==> config.mk <==
export PLATFORM = sky130hd
export DESIGN_NAME = period_meter
export DESIGN_NICKNAME = d
export VERILOG_FILES = /design/src/rtl/period_meter_pkg.sv /design/src/rtl/edge_sync.sv /design/src/rtl/period_meter.sv
export SDC_FILE = /design/constraint.sdc
export NUM_CORES = 1
export LEC_CHECK = 0
export ABC_AREA = 1
export CORE_MARGIN = 2
export CORE_UTILIZATION = 61
export DETAILED_ROUTE_END_ITERATION = 8
export DONT_BUFFER_PORTS = 1
export PLACE_DENSITY = 0.73
export SETUP_SLACK_MARGIN = 0.1
export SLEW_MARGIN = 20
export SYNTH_ARGS = -nofsm -noshare
export SYNTH_HDL_FRONTEND = slang
export SYNTH_SLANG_ARGS = --single-unit
==> constraint.sdc <==
create_clock -name clock -period 3.93 [get_ports clock]
set_clock_uncertainty 0.2 [all_clocks]
set_input_delay 0.393 -clock clock [delete_from_list [all_inputs] [get_ports clock]]
set_output_delay 0.393 -clock clock [all_outputs]
set_load 0.1 [all_outputs]
==> src/rtl/period_meter_pkg.sv <==
// Shared types and default sizing for the period meter.
// State encoding and default parameter values only; no logic.
// No flow control; constants only.
package period_meter_pkg;

  localparam int WIDTH_DEF      = 27;
  localparam int DEB_CYCLES_DEF = 16;

  typedef enum logic [1:0] {
    IDLE = 2'd0,
    RUN  = 2'd1,
    SAT  = 2'd2
  } state_t;

endpackage

==> src/rtl/edge_sync.sv <==
// Synchronizes sig_in, optionally debounces it (PERIOD_METER_DEBOUNCE_EN), flags each level change.
// Latency: level 2 clocks after sig_in (plus DEB_CYCLES when debounced); edge_det combinational from level.
// No backpressure: edge_det is a single-cycle strobe per level change.
module edge_sync import period_meter_pkg::*; #(
  parameter int DEB_CYCLES = DEB_CYCLES_DEF
) (
  input  logic clock,
  input  logic reset,
  input  logic sig_in,
  output logic level,
  output logic edge_det
);

  if (DEB_CYCLES < 1) begin : g_bad_deb
    $error("edge_sync: DEB_CYCLES must be at least 1");
  end

  logic sync1;
  logic sync2;
  logic level_d;

  always_ff @(posedge clock or posedge reset) begin
    if (reset) begin
      sync1 <= 1'b0;
      sync2 <= 1'b0;
    end else begin
      sync1 <= sig_in;
      sync2 <= sync1;
    end
  end

`ifdef PERIOD_METER_DEBOUNCE_EN
  localparam int CW = $clog2(DEB_CYCLES + 1);

  logic [CW-1:0] stable_cnt;
  logic          deb_level;

  // level follows sync2 only after DEB_CYCLES consecutive disagreeing clocks
  always_ff @(posedge clock or posedge reset) begin
    if (reset) begin
      stable_cnt <= '0;
      deb_level  <= 1'b0;
    end else if (sync2 == deb_level) begin
      stable_cnt <= '0;
    end else if (stable_cnt == CW'(DEB_CYCLES - 1)) begin
      stable_cnt <= '0;
      deb_level  <= sync2;
    end else begin
      stable_cnt <= stable_cnt + 1'b1;
    end
  end

  assign level = deb_level;
`else
  assign level = sync2;
`endif

  always_ff @(posedge clock or posedge reset) begin
    if (reset) begin
      level_d <= 1'b0;
    end else begin
      level_d <= level;
    end
  end

  // both polarities go through the same flops, so rise and fall latency match
  assign edge_det = level ^ level_d;

endmodule

==> src/rtl/period_meter.sv <==
// Measures clocks between successive edges (either polarity) of sig_in; optional debounce via PERIOD_METER_DEBOUNCE_EN.
// Latency: period_valid 3 clocks after the sig_in change (3 + DEB_CYCLES when debounced).
// No backpressure: period_valid is a single-cycle pulse, period holds until the next update.
module period_meter import period_meter_pkg::*; #(
  parameter int WIDTH      = WIDTH_DEF,
  parameter int DEB_CYCLES = DEB_CYCLES_DEF
) (
  input  logic             clock,
  input  logic             reset,
  input  logic             sig_in,
  output logic             level,
  output logic [WIDTH-1:0] period,
  output logic             period_valid,
  output logic             timeout
);

  localparam logic [WIDTH-1:0] CNT_MAX = '1;

  logic             edge_det;
  logic             report;
  state_t           state;
  state_t           state_nxt;
  logic [WIDTH-1:0] cnt;

  edge_sync #(
    .DEB_CYCLES (DEB_CYCLES)
  ) u_edge_sync (
    .clock    (clock),
    .reset    (reset),
    .sig_in   (sig_in),
    .level    (level),
    .edge_det (edge_det)
  );

  always_ff @(posedge clock or posedge reset) begin
    if (reset) begin
      state <= IDLE;
    end else begin
      state <= state_nxt;
    end
  end

  always_comb begin
    state_nxt = state;
    case (state)
      IDLE:    if (edge_det) state_nxt = RUN;
      RUN:     if (!edge_det && cnt == CNT_MAX) state_nxt = SAT;
      SAT:     if (edge_det) state_nxt = RUN;
      default: state_nxt = IDLE;
    endcase
  end

  always_comb begin
    report  = (state == RUN) && edge_det;
    timeout = (state == SAT);
  end

  // cnt holds the clocks elapsed since the last edge, so the edge cycle itself reloads 1
  always_ff @(posedge clock or posedge reset) begin
    if (reset) begin
      cnt          <= '0;
      period       <= '0;
      period_valid <= 1'b0;
    end else begin
      period_valid <= report;
      if (report) begin
        period <= cnt;
      end
      if (edge_det) begin
        cnt <= WIDTH'(1);
      end else if (state == RUN && cnt != CNT_MAX) begin
        cnt <= cnt + 1'b1;
      end
    end
  end

endmodule

==> flow_summary.toml, run 1 <==
[setup_path]
start_kind = "register"
critPathArrivalTime_ns = 2.66
cp_slowest_stage_delay_ns = 0.76
cpMaxStageDelayCell = "dfrtp_1"
crit_family = "simple AND/OR/NAND/NOR gates"
timing_worst_setup_path_type = "register to register"
r2r_end = "period[6]"
path_cells = "or2_2, nand2_4, nor2_4, inv_2, o21ai_0"
cp-startpoint = "u_edge_sync.level"
end_kind = "register"
required_ns = 3.91
cp_max_fo = 49
reg2reg_from = "u_edge_sync.level"
crit_buf_inv = 1
r2r_slack_ns = 1.25
ff2ff_path_depth = 5

[synth]
syn-cell-area_um2 = 3090
synth.distinct_cells = 28
synth_edf_count = 0
syn_nets = 397
yosysSeqAreaShare_pct = 48.5
synth_top_flop_cell = "dfrtp_1"
synth.ff_latch_count = 60
ys_warn_count = 0
syn_inst = 393
synth.avg_cell_area_um2 = 7.87
async_reset_ff_share_pct = 100

[min_path]
min_path_type = "register to register"
hp-start = "u_edge_sync.sync1"
hold_end = "u_edge_sync.level"
min_path_cells = 0

[detailed_routing]
dr.pass1.iters = 4
via_count = 2477
avgViaCountPerCell = 5.28
wire_per_inst_um = 14.4
antenna_left = 0
drcViolationCount = 0
wirelength_mm = 6.76
drtIter0Drc = 152

[timing]
post-route-period-util_pct = 68.2
setup_violations = 0
setup_tns_ns = 0
slew_headroom_pct = 26.9
finalCriticalPeriod_ns = 2.68
finalHoldViolCount = 0
max_freq_ghz = 0.373
final_max_slew_viol_count = 0
worstMarginPinSlew_ns = 1.10
rsz0062_at_grt = "no"

[global_route]
overflow = 0
grt_pass1_vias = 2478
antenna_found_initial = 0
grt_start_max_net_pins = 50
grt_pass1_wl_mm = 11.1
track_usage_pct = 26.9

[finish]
multi_input_area_um2 = 1390
diodes = 0
fillers = 426
syn2layout_area_growth_pct = 8.61
drive_gt1_share_pct = 12.2
regArea_um2 = 1500
layout_commonest_cell = "nand2_1"
most-common-layout-cells = "nand2_1, dfrtp_1, nor2_1"
nNetsFinal = 402

[cts]
htreeDepth = 3
cts_hold_buf = 2
post_cts_buffers = 0
cts_resized = 0
cts.path.max_buffers = 2
clk_pin_slew_ns = 0.07
root_buffer = "clkbuf_8"
cts.sinks = 60
cts_tree = "yes"
cts_inserted_buffers = 9
clk_latency_ns = 0.34

[floorplanning]
dieArea_um2 = 5660
core_um2 = 4820
num_rows = 25
start_util_pct = 64.2
die_h_um = 75.2
pin_count = 33
die_x_um = 75.2

[run]
timing.max_cap.violations = 0

[power_and_ir_drop]
p_leak_nw = 1.60
finalPower_w = 0.00134
cellPowerDensity_nw_per_um2 = 398
irDropWorstVdd_uv = 271

[placement]
port_buffers = 0
place_congestion = 0.906
dp_hpwl_mm = 4.74

[status]
status = "finished clean"
==> how the worst max path moves through the flow <==
stage                 end  slack (ns)  cells past startpoint
6_report        period[6]        1.25                      5
5_1_grt        period[22]        1.06                      5
4_1_cts         period[6]        1.22                      5
3_5_place_dp    period[6]        1.24                      5
3_3_place_gp   period[16]        1.34                      5
2_1_floorplan     timeout        1.63                      2
==> power by group <==
group	internal [W]	total, W	switching [W]
combinational	0.0000136	0.0000610	0.0000473
sequential	0.000628	0.000688	0.0000599
clock	0.000349	0.000587	0.000239
total	0.000991	0.00134	0.000346
==> state kept, by name, summed over array words and instances (netlist names) <==
signal               flops
u_edge_sync.sync1        1
cnt                     27
period                  27
u_edge_sync.level        1
period_valid             1
u_edge_sync.level_d      1
state                    2
==> final cells by class <==
cell class / instances / share of cell area [%]
timing repair buffer: 4 / 1.04
clock inverter: 6 / 2.38
sequential: 60 / 44.7
tap: 67 / 2.49
multi-input combinational: 285 / 41.4
inverter: 38 / 4.28
clock buffer: 9 / 3.69
==> cells in the mapped netlist, drive strengths merged (2+ instances only) <==
master  number  area [um2]
o21ai       34         200
inv         36         135
nand2      142         596
nor3         4        20.0
a21oi        2        10.0
clkinv       2        8.75
clkbuf       3        11.3
nor2        55         260
nand3       21         105
nand4       14        87.6
buf          7        47.5
xor2         8        70.1
nand3b       2        15.0
dfrtp       60        1500
==> kinds of logic (layout without fill, tap and decap cells) <==
| group | after synthesis | in the layout | synth area share [%] |
|---|---|---|---|
| buf+inv | 48 | 57 | 6.55 |
| simple gates | 239 | 239 | 35.2 |
| flops | 60 | 60 | 48.5 |
| xor+xnor | 8 | 8 | 2.26 |
| fa+ha+maj | 1 | 1 | 0.404 |
| compound gates | 37 | 37 | 7.04 |
==> stage by stage <==
| step | hold slack (ns) | cell area [um2] | utilization (%) | instances | setup slack [ns] |
|---|---|---|---|---|---|
| after floorplan | 0.131 | 3090 | - | 393 | 1.63 |
| after global placement | 0.140 | 3140 | 65.1 | 452 | 1.34 |
| after detailed placement | 0.137 | 3140 | 65.1 | 452 | 1.24 |
| after CTS | 0.159 | 3360 | 69.8 | 469 | 1.22 |
| after global routing | 0.169 | 3360 | 69.8 | 469 | 1.06 |
| final | 0.157 | 3360 | 69.8 | 469 | 1.25 |
==> metal layers <==
metal	part of all wire (%)	track usage (%)	vias up
met5	0	0	-
met4	2.3	11.7	0
met3	4.0	4.69	14
met2	49	45.6	55
met1	45	33.8	1154
li1	-	-	1254
==> worst reg2reg max path: stages, from the launching register on <==
cell and delay, ns:
dfrtp_1 0.76, or2_2 0.49, nand2_4 0.28, nor2_4 0.10
inv_2 0.52, o21ai_0 0.19
Power figures use the tool's default switching activity.
==> inputs of run 2 (changes only) <==
- clock period: 3.93 -> 2.8 ns (I/O delays scaled with it)
==> run 2 against run 1 <==
  * Maximum frequency increased by 23%
  * Hold slack gained 0.0080 ns
  * Register-to-register slack worse by 0.62 ns
  * Global-route usage down 0.74 points
  * Power is 48% higher
  * Sequential power increased by 39%
  * Core utilization increased by 1.1 points
  * Sequential share of layout area is 0.67 points lower
  * Clock power is 56% higher
  * Wire length is 4.4% lower
==> flow_summary.toml, run 2 (same netlist as run 1, synthesis figures left out) <==
[cts]
cts_resized = 0
clk_latency_ns = 0.35
post_cts_buffers = 0
cts.sinks = 60
htreeDepth = 3
cts.path.max_buffers = 2
cts_hold_buf = 2
root_buffer = "clkbuf_8"
cts_tree = "yes"
clk_pin_slew_ns = 0.06
cts_inserted_buffers = 9

[power_and_ir_drop]
cellPowerDensity_nw_per_um2 = 578
irDropWorstVdd_uv = 468
p_leak_nw = 1.62

[finish]
drive_gt1_share_pct = 12.4
diodes = 0
nNetsFinal = 403
final_cell_area_um2 = 3410
layout_commonest_cell = "nand2_1"
fin_cells = 471
reg_top3 = "cnt: 27 flops, period: 27 flops, state: 2 flops"
most-common-layout-cells = "nand2_1, dfrtp_1, nor2_1"
fillers = 394
syn2layout_area_growth_pct = 10.3

[global_route]
use_met2_pct = 40.2
grtUsageMet3_pct = 7.50
busiest_layer = "met2"
overflow = 0
grt_pass1_wl_mm = 10.9
met1_usage_pct = 35.1
antenna_found_initial = 0
grt_start_max_net_pins = 50
grt_pass1_vias = 2348
track_usage_pct = 26.1

[timing]
setup_ws_ns = 0.628
rsz0062_at_grt = "no"
post-route-period-util_pct = 77.6
finalCriticalPeriod_ns = 2.17
setup_tns_ns = 0
setup_violations = 0
max_freq_ghz = 0.460
final_max_slew_viol_count = 0
slew_headroom_pct = 40.0
worstMarginPinSlew_ns = 0.900
finalHoldViolCount = 0

[setup_path]
critPathArrivalTime_ns = 2.24
crit_buf_inv = 0
start_kind = "register"
crit_family = "compound AO/OA/AOI/OAI gates"
path_cells = "ha_1, nand2_2, nor2_4, nand2_4, nor2_8, a21oi_2, nand3_1, o21ai_2"
end_kind = "register"
required_ns = 2.87
cpMaxStageDelayCell = "a21oi_2"
cp_slowest_stage_delay_ns = 0.57
timing_worst_setup_path_type = "register to register"
cp_max_fo = 14

[run]
timing.max_cap.violations = 0

[placement]
dp_hpwl_mm = 4.57
port_buffers = 0
post-place-ws_ns = 0.631
placed_cells = 453
place_congestion = 0.949
placed_cell_area_um2 = 3160

[floorplanning]
dieArea_um2 = 5660
pin_count = 33
core_um2 = 4820
die_h_um = 75.2
num_rows = 25
start_util_pct = 64.2
die_x_um = 75.2

[detailed_routing]
drtIter0Drc = 134
wirelength_mm = 6.46
avgViaCountPerCell = 5.30
wire_per_inst_um = 13.7
via_count = 2497
antenna_left = 0
dr.pass1.iters = 4
drcViolationCount = 0

[min_path]
min_path_type = "register to register"

[status]
status = "finished clean"
-- run 2: cell count changes in the layout (fill, tap and decap cells not counted), sizes merged --
cell	delta
clkbuf	+2
clkinv	-2
buf	+1
bufinv	+1
-- run 2: worst register-to-register path, delay by kind of cell, from the launching register on --
kind / cells / cell delay (ns)
AOI/OAI and AO/OA: 2 / 0.66
adders and majority gates: 1 / 0.27
DFF: 1 / 0.43
and+or+nand+nor: 5 / 0.53
-- run 2: power by group --
part | switching, W | internal (W)
Sequential | 0.0000772 | 0.000882
Combinational | 0.0000733 | 0.0000218
Clock | 0.000329 | 0.000588
-- run 2: final cells by class --
cell class | count | area, um2 | share of cell area (%)
timing repair buffer | 5 | 55.1 | 1.61
clock buffer | 11 | 131 | 3.85
multi-input combinational | 285 | 1400 | 40.9
inverter | 38 | 144 | 4.22
clock inverter | 5 | 100 | 2.93
sequential | 60 | 1500 | 44.0
tap | 67 | 83.8 | 2.46
-- run 2: final timing paths --
check / from / endpoint / slack [ns] / cells past startpoint
setup / recovery: cnt[0] / cnt[1] / 0.63 / 8
hold / removal: u_edge_sync.sync1 / u_edge_sync.level / 0.17 / 0
max in group asynchronous: reset / period[25] / 1.53 / 3
setup reg to reg: cnt[0] / cnt[1] / 0.63 / 8
hold reg to reg: u_edge_sync.sync1 / u_edge_sync.level / 0.17 / 0
min in group asynchronous: reset / period[4] / 0.28 / 2
-- run 2: stage by stage --
step | total power [W] | hold slack (ns) | util (%)
after detailed placement | 0.00107 | 0.0815 | 65.6
final | 0.00197 | 0.165 | 70.8
after CTS | 0.00199 | 0.162 | 70.8
after global placement | 0.00107 | 0.0692 | 65.5
after global routing | 0.00204 | 0.166 | 70.8
after floorplan | 0.00105 | 0.111 | -
-- run 2: layer usage --
| layer | vias up | routed length, um |
|---|---|---|
| met5 | - | 0 |
| met4 | 0 | 118 |
| met3 | 13 | 269 |
| met2 | 58 | 2910 |
| met1 | 1163 | 3170 |
| li1 | 1263 | - |
==> inputs of run 3 (changes only) <==
- CORE_UTILIZATION: 61 -> 57
- PLACE_DENSITY: 0.73 -> 0.71
- clock period: 2.8 -> 1.7 ns (I/O delays scaled with it)
==> run 3 against run 2 <==
  * The flow now finishes with violations (negative setup slack)
  * Cell area increased by 38%
  * Sequential share of layout area decreased by 12 points
  * Setup slack got worse by 0.79 ns
  * Power increased by 55%
  * Hold slack got worse by 0.082 ns
  * Wire length increased by 84%
  * Clock power increased by 15%
  * Critical path type unchanged
==> flow_summary.toml, run 3 (same netlist as run 1, synthesis figures left out) <==
[power_and_ir_drop]
combPwrFrac_pct = 17.2
swShare_pct = 29.9
irDropWorstVdd_uv = 681
p_leak_nw = 2.42
p_sw_w = 0.000917
pwr-share-seq_pct = 48.4
p_int_w = 0.00215
clock_power_share_pct = 34.4
cellPowerDensity_nw_per_um2 = 649

[placement]
post-place-ws_ns = -0.0693
port_buffers = 0
placed_cells = 535
placed_cell_area_um2 = 3820
place_congestion = 0.953
dp_hpwl_mm = 5.78

[timing]
setup_violations = 28
finalHoldViolCount = 0
setup_ws_ns = -0.162
finalCriticalPeriod_ns = 1.86
worstMarginPinSlew_ns = 0.358
max_freq_ghz = 0.537
final_max_slew_viol_count = 0
slew_headroom_pct = 76.0
post-route-period-util_pct = 110
whs_ns = 0.0833
rsz0062_at_grt = "yes"

[floorplanning]
die_h_um = 77.7
core_um2 = 5170
dieArea_um2 = 6030
pin_count = 33
start_util_pct = 59.8
num_rows = 26
die_x_um = 77.7

[finish]
reg_top3 = "cnt: 27 flops, period: 27 flops, state: 2 flops"
drive_gt1_share_pct = 44.8
layout_commonest_cell = "nand2_1"
syn2layout_area_growth_pct = 52.5
most-common-layout-cells = "nand2_1, buf_4, dfrtp_1"
diodes = 0
fin_cells = 572
nNetsFinal = 504
final_cell_area_um2 = 4720
fillers = 213

[min_path]
min_path_type = "input port to async pin"

[global_route]
track_usage_pct = 33.5
grt_pass1_vias = 3076
antenna_found_initial = 0
grt_pass1_wl_mm = 15.2
overflow = 0
grt_start_max_net_pins = 33

[cts]
cts.path.max_buffers = 2
clk_latency_ns = 0.35
root_buffer = "clkbuf_8"
cts.sinks = 60
cts_inserted_buffers = 9
clk_pin_slew_ns = 0.07
cts_tree = "yes"
htreeDepth = 3

[detailed_routing]
avgViaCountPerCell = 6.02
antenna_left = 0
wirelength_mm = 11.9
dr.pass1.iters = 5
drtIter0Drc = 475
via_count = 3443
drcViolationCount = 0
wire_per_inst_um = 20.8

[setup_path]
cp_slowest_stage_delay_ns = 0.44
end_kind = "register"
reg2reg_from = "cnt[11]"
critPathArrivalTime_ns = 1.90
cp-startpoint = "cnt[11]"
cp_max_fo = 8
timing_worst_setup_path_type = "register to register"
required_ns = 1.74
start_kind = "register"
path_cells = "nand2_1, nor2_2, nand2_2, nor2_8, nand2_4, nand2_8, nand2_8, buf_12, nand2_2, o21ai_2"
cpMaxStageDelayCell = "dfrtp_1"

[status]
violations = "negative setup slack"
status = "complete, but fails checks"

[run]
timing.max_cap.violations = 0
-- run 3: per-stage QoR --
stage	util [%]	power, W	TNS [ns]
floorplan	-	0.00176	-3.81
global placement	73.9	0.00182	-0.0435
detailed placement	73.9	0.00183	-1.27
CTS	81.2	0.00290	-0.250
global route	91.2	0.00312	-5.34
finish	91.2	0.00306	-2.99
-- run 3: power by group through the flow --
stage	clock network, W	logic (W)	registers [W]
2_1_floorplan	0	0.000143	0.00161
3_3_place_gp	0	0.000326	0.00150
3_5_place_dp	0	0.000333	0.00150
4_1_cts	0.00101	0.000415	0.00147
5_1_grt	0.00109	0.000547	0.00148
6_report	0.00105	0.000526	0.00148
-- run 3: final cells by class --
cell class	instances	area [um2]	share of cell area, %
clock buffer	13	139	2.94
tap	70	87.6	1.86
multi-input combinational	285	1800	38.1
inverter	38	164	3.47
sequential	60	1510	31.9
timing repair buffer	106	1030	21.7
-- run 3: what timing repair did --
item                       4_1_cts  5_1_grt
hold buffers                     2        0
hold endpoints to repair        61        0
pin swaps                        6       28
setup endpoints to repair       56       56
cloned                           3        5
setup buffers                    8        7
gates resized for setup         23      106
-- run 3: path summary, 6_finish.rpt --
kind / endpoint / slack, ns / cells after the start
worst max-delay path: cnt[8] / -0.16 / 10
worst min-delay path: cnt[6] / 0.08 / 2
worst max register to register: cnt[8] / -0.16 / 10
worst min register to register: u_edge_sync.level / 0.18 / 0
max in group asynchronous: period[19] / 0.69 / 3
min in group clock: u_edge_sync.level / 0.18 / 0
-- run 3: metal layers --
| layer | routed length (um) | track usage, % | vias up |
|---|---|---|---|
| met1 | 4230 | 45.2 | 1595 |
| met4 | 799 | 14.1 | 0 |
| met5 | 0 | 0 | - |
| li1 | - | - | 1463 |
| met3 | 1250 | 6.05 | 85 |
| met2 | 5640 | 53.4 | 300 |
-- run 3: critical path: cells and delay by family (launching register included) --
| family | cells | cell delay [ns] |
|---|---|---|
| simple gates | 8 | 0.89 |
| flops | 1 | 0.44 |
| buf+inv | 1 | 0.15 |
| compound gates | 1 | 0.06 |
